--- config.mk ---
export PLATFORM = sky130hd
export DESIGN_NAME = cfa_window_gen
export DESIGN_NICKNAME = d
export VERILOG_FILES = /design/src/rtl/cfa_pkg.sv /design/src/rtl/cfa_line_buf.sv /design/src/rtl/cfa_window_gen.sv
export SDC_FILE = /design/constraint.sdc
export NUM_CORES = 2
export LEC_CHECK = 0
export ABC_AREA = 1
export CAP_MARGIN = 20
export CORE_MARGIN = 4
export CORE_UTILIZATION = 45
export CTS_BUF_LIST = sky130_fd_sc_hd__clkbuf_8
export DETAILED_ROUTE_END_ITERATION = 16
export GPL_TIMING_DRIVEN = 0
export PLACE_DENSITY_LB_ADDON = 0.2
export SYNTH_ARGS = -nofsm -noshare
export SYNTH_HDL_FRONTEND = slang
export SYNTH_HIERARCHICAL = 1
export SYNTH_SLANG_ARGS = --single-unit
--- constraint.sdc ---
create_clock -name clk -period 10.4 [get_ports clk]
set_input_delay 3.12 -clock clk [delete_from_list [all_inputs] [get_ports clk]]
set_output_delay 3.12 -clock clk [all_outputs]
set_load 0.005 [all_outputs]
--- src/rtl/cfa_pkg.sv ---
// Shared constants and types for the CFA window front end.
package cfa_pkg;

    localparam int PIX_W  = 12;
    localparam int WIN    = 5;
    localparam int LB_CNT = 4;

    typedef logic [PIX_W-1:0] pix_t;

endpackage

--- src/rtl/cfa_line_buf.sv ---
// Four cascaded line buffers sharing one column address; each accepted pixel
// reads the old column contents and pushes the new pixel into bank 0.
module cfa_line_buf #(
    parameter int DEPTH = 64,
    parameter int PIX_W = 12,
    parameter int AW    = $clog2(DEPTH)
) (
    input  logic                                    clk,
    input  logic                                    we,
    input  logic [AW-1:0]                           addr,
    input  logic [PIX_W-1:0]                        din,
    output logic [cfa_pkg::LB_CNT-1:0][PIX_W-1:0]   rd
);
    import cfa_pkg::*;

    logic [PIX_W-1:0] mem [LB_CNT][DEPTH];

    // Bank k holds the line that is k+1 lines older than the current one.
    always_ff @(posedge clk) begin
        if (we) begin
            mem[0][addr] <= din;
            for (int unsigned k = 1; k < LB_CNT; k++) begin
                mem[k][addr] <= mem[k-1][addr];
            end
        end
    end

    always_comb begin
        rd = '0;
        for (int unsigned k = 0; k < LB_CNT; k++) begin
            rd[k] = mem[k][addr];
        end
    end

endmodule

--- src/rtl/cfa_window_gen.sv ---
// Raster-to-5x5 window generator: line buffers plus a shifting tap array,
// raising start for every window whose trigger pixel is at row>=4, col>=4.
module cfa_window_gen #(
    parameter int IMG_W = 64,
    parameter int IMG_H = 48,
    parameter int PIX_W = cfa_pkg::PIX_W
) (
    input  logic             clk,
    input  logic             rst,
    input  logic [PIX_W-1:0] pix_in,
    input  logic             pix_valid,
    input  logic             sof,
    output logic [PIX_W-1:0] e1t1, e1t2, e1t3, e1t4, e1t5,
    output logic [PIX_W-1:0] e2t1, e2t2, e2t3, e2t4, e2t5,
    output logic [PIX_W-1:0] e3t1, e3t2, e3t3, e3t4, e3t5,
    output logic [PIX_W-1:0] e4t1, e4t2, e4t3, e4t4, e4t5,
    output logic [PIX_W-1:0] e5t1, e5t2, e5t3, e5t4, e5t5,
    output logic             start,
    output logic             frame_done
);
    import cfa_pkg::*;

    localparam int CW = $clog2(IMG_W);
    localparam int RW = $clog2(IMG_H);

    logic [CW-1:0]                  col, a_col;
    logic [RW-1:0]                  row, a_row;
    logic [PIX_W-1:0]               win [WIN][WIN];
    logic [LB_CNT-1:0][PIX_W-1:0]   lb_rd;
    logic                           lb_we;

    // sof overrides the counters so the pixel is treated as (0,0).
    assign a_col = sof ? '0 : col;
    assign a_row = sof ? '0 : row;
    assign lb_we = pix_valid & ~rst;

    cfa_line_buf #(
        .DEPTH (IMG_W),
        .PIX_W (PIX_W)
    ) u_line_buf (
        .clk  (clk),
        .we   (lb_we),
        .addr (a_col),
        .din  (pix_in),
        .rd   (lb_rd)
    );

    always_ff @(posedge clk) begin
        if (rst) begin
            for (int unsigned r = 0; r < WIN; r++) begin
                for (int unsigned c = 0; c < WIN; c++) begin
                    win[r][c] <= '0;
                end
            end
            start      <= 1'b0;
            frame_done <= 1'b0;
            col        <= '0;
            row        <= '0;
        end else begin
            start      <= 1'b0;
            frame_done <= 1'b0;
            if (pix_valid) begin
                for (int unsigned r = 0; r < WIN; r++) begin
                    for (int unsigned c = 0; c < WIN - 1; c++) begin
                        win[r][c] <= win[r][c+1];
                    end
                end
                // Oldest bank feeds the top tap row; the live pixel feeds the bottom.
                for (int unsigned r = 0; r < LB_CNT; r++) begin
                    win[r][WIN-1] <= lb_rd[LB_CNT-1-r];
                end
                win[WIN-1][WIN-1] <= pix_in;
                start      <= (a_row >= RW'(WIN - 1)) && (a_col >= CW'(WIN - 1));
                frame_done <= (a_row == RW'(IMG_H - 1)) && (a_col == CW'(IMG_W - 1));
                if (a_col == CW'(IMG_W - 1)) begin
                    col <= '0;
                    row <= (a_row == RW'(IMG_H - 1)) ? '0 : a_row + 1'b1;
                end else begin
                    col <= a_col + 1'b1;
                    row <= a_row;
                end
            end
        end
    end

    assign e1t1 = win[0][0]; assign e1t2 = win[0][1]; assign e1t3 = win[0][2]; assign e1t4 = win[0][3]; assign e1t5 = win[0][4];
    assign e2t1 = win[1][0]; assign e2t2 = win[1][1]; assign e2t3 = win[1][2]; assign e2t4 = win[1][3]; assign e2t5 = win[1][4];
    assign e3t1 = win[2][0]; assign e3t2 = win[2][1]; assign e3t3 = win[2][2]; assign e3t4 = win[2][3]; assign e3t5 = win[2][4];
    assign e4t1 = win[3][0]; assign e4t2 = win[3][1]; assign e4t3 = win[3][2]; assign e4t4 = win[3][3]; assign e4t5 = win[3][4];
    assign e5t1 = win[4][0]; assign e5t2 = win[4][1]; assign e5t3 = win[4][2]; assign e5t4 = win[4][3]; assign e5t5 = win[4][4];

endmodule
==> metrics.yaml <==
status: "completed"
synth_cell_type_count: 35
port_buffers: 316
crit_type: "in2reg"
worstPathArrival_ns: 7.62
synthesis.nets: 13664
min_period_over_period_pct: 65.3
cts_buffer_depth: 4
cp_num_buf_inv: 6
yosysWarnings: 6
numCtsBuffers: 577
period_needed_ns: 6.80
nFillCells: 27672
wire_per_inst_um: 24.1
pwr-share-clk_pct: 38.2
ctsHoldBuffers: 0
tritoncts: "built"
maxSlewHeadroom_pct: 21.1
startpoint_type: "primary input"
grt_max_degree: 130
critPathLaunch: "sof"
clock_sinks: 3386
grt_overflow_total: 0
synth_most_common_cell: "nand2_1"
cts_resized: 0
finalClockSkew_ns: 0.0767
hold_viol_final: 0
netlist_top_cells_count: "nand2_1 (8659), edfxtp_1 (3372), nor2_1 (485)"
rsz0062_at_grt: "false"
rows: 205
p_comb_share_pct: 7.2
fmaxAchievable_ghz: 0.147
area_delta_synth_final_pct: 16.2
drt_iter0_drc: 12020
power_switching_uw: 6930
powerDensity_nw_per_um2: 171
ir_worst_vdd_mv: 0.131
avgSynthCellArea_sq_um: 10.3
worst-path-max-fanout: 25
place_ws_ns: 2.67
start_util_pct: 45.2
power.internal_uw: 21100
die_h_um: 568
async_flop_share_pct: 0
yosys-top-cells-area: "edfxtp_1 (72%), nand2_1 (23%), nor2_1 (1.3%)"
cap_viol_max_count: 0
cts_setup_buffers: 0
dieWidth_um: 568
routed_wl_mm: 466
htreeDepth: 6
grt_util_all_layers_pct: 28.3
drtPass1Iterations: 8
die-area_sq_um: 322000
cp_cell_sequence: "buf_6 -> nor2_1 -> buf_4 -> buf_2 -> clkbuf_1 -> nand4_1 -> nor2_4 -> buf_16 -> buf_12"
grt_pass1_vias: 92638
min_from: "row[5]"
vias: 99517
finalSetupViolCount: 0
io_pins: 318
synth_seq_cells: 3386
crit_slowest_cell: "nor2_4"
final_area_sq_um: 164000
maxSlewViolCount: 0
drive_above_1_share_pct: 9.53
drc: 0
cts.clk_slew.worst_paths_ns: 0.05
avgViaCountPerCell: 5.16
dp.final_hpwl_mm: 323
synth_edf_count: 3372
final_nets: 14737
insertion_delay_ns: 1.16
reg2reg_from: "col[1]"
max_stage_delay_ns: 1.02
synth.largest_area_cell: "edfxtp_1"
ys_seq_area_share_pct: 72.0
power.share.switching_pct: 24.7
cts_root_buf: "clkbuf_8"
crit_family: "simple AND/OR/NAND/NOR gates"
antenna_found_initial: 40
fin_ws_ns: 3.60
ys.flop_type: "edfxtp_1"
critical_path_required_ns: 11.22
core-area_sq_um: 312000
gp_congestion: 0.966
synth_cells: 13646
grt_first_pass_wirelength_mm: 657
syn_area_sq_um: 141000
drtAntennaViolNets: 0
tightest_slew_ns: 1.18
postPlaceCellArea_sq_um: 154000
pwr-share-seq_pct: 54.6
worst_setup_path_end_kind: "register"
hold_path_class: "reg2reg"
leakagePower_uw: 0.0682
synth_top_cell_area_share_pct: 71.8
## cells in the final DEF, fill, tap and decap left out, types with 7 or more instances in the layout
cell	synthesis	final
nand2_1	8659	8623
edfxtp_1	3372	3372
clkbuf_8	0	587
inv_1	337	526
nor2_1	485	423
buf_2	348	349
clkdlybuf4s50_1	0	304
clkbuf_1	211	203
clkinv_1	0	117
buf_12	0	108
buf_4	59	85
nor2_4	4	66
buf_16	0	48
buf_1	46	46
clkinv_2	0	43
nand2_4	1	34
diode_2	0	24
nand3_1	24	24
inv_6	1	22
clkinvlp_4	0	18
inv_2	17	17
dfxtp_1	14	14
buf_6	7	12
o21ai_0	8	8
clkbuf_2	0	8
nand2_2	4	7
o21ai_1	7	7
## cell families (layout without fill, tap and decap cells)
group                    count (synthesis)  in the layout  share of synthesized area, %
buffers and inverters                 1028           2512                          3.25
AND/OR/NAND/NOR                       9206           9206                          24.6
AO/OA/AOI/OAI                           23             23                        0.0949
XOR/XNOR                                 1              1                       0.00621
flip-flops                            3386           3386                          72.0
adder cells (fa/ha/maj)                  2              2                        0.0177
other                                    0             24                             0
## area by class of cell
class | count | area, sq um | area share, %
Multi-Input combinational cell | 9232 | 35700 | 21.8
Inverter | 356 | 1350 | 0.825
Buffer | 672 | 3250 | 1.99
Sequential cell | 3386 | 102000 | 62.0
Antenna cell | 24 | 60.1 | 0.0366
Clock inverter | 403 | 1940 | 1.18
Tap cell | 4140 | 5180 | 3.16
Timing Repair Buffer | 494 | 6810 | 4.16
Clock buffer | 587 | 8080 | 4.93
## sequential cells by signal (all words and copies together), names as in the netlist
name and cells:
u_line_buf/mem 3072, frame_done 1, start 1, col 6
win 300, row 6
## worst min-delay path: cells and delay by family (launching register included)
| family | cells | cell delay (ns) |
|---|---|---|
| and+or+nand+nor | 2 | 0.10 |
| DFF | 1 | 0.31 |
## power by group through the flow
stage	Clock, uW	Sequential, uW	Combinational (uW)
final	10700	15300	2010
after detailed placement	0	15600	1980
after floorplan	0	15600	865
after CTS	10900	15300	1990
after global routing	11600	15300	2150
after global placement	0	15700	1860
## metrics by stage
stage                     util, %  cells  setup TNS (ns)  hold WS, ns  total power [uW]
after floorplan                 -  13646               0        0.426             16500
after global placement       47.9  18102        -2052.58        0.438             17600
after detailed placement     49.3  18279               0        0.452             17600
after CTS                    52.5  19269               0        0.464             28200
after global routing         52.5  19271               0        0.485             29000
final                        52.5  19294               0        0.462             28000
## path summary, 6_finish.rpt
path	cells past startpoint	to	slack, ns
worst max-delay path	9	u_line_buf/mem[3][7]	3.60
worst min-delay path	2	row[5]	0.46
worst max register to register	9	u_line_buf/mem[3][7]	5.27
worst min register to register	2	row[5]	0.46
## per-layer routing
metal / track usage (%) / wire (um)
met5: 0 / 117
met3: 7.20 / 49700
met4: 15.2 / 28300
met1: 37.3 / 181000
met2: 43.2 / 207000
No activity file was read; power rests on OpenSTA's default activity.
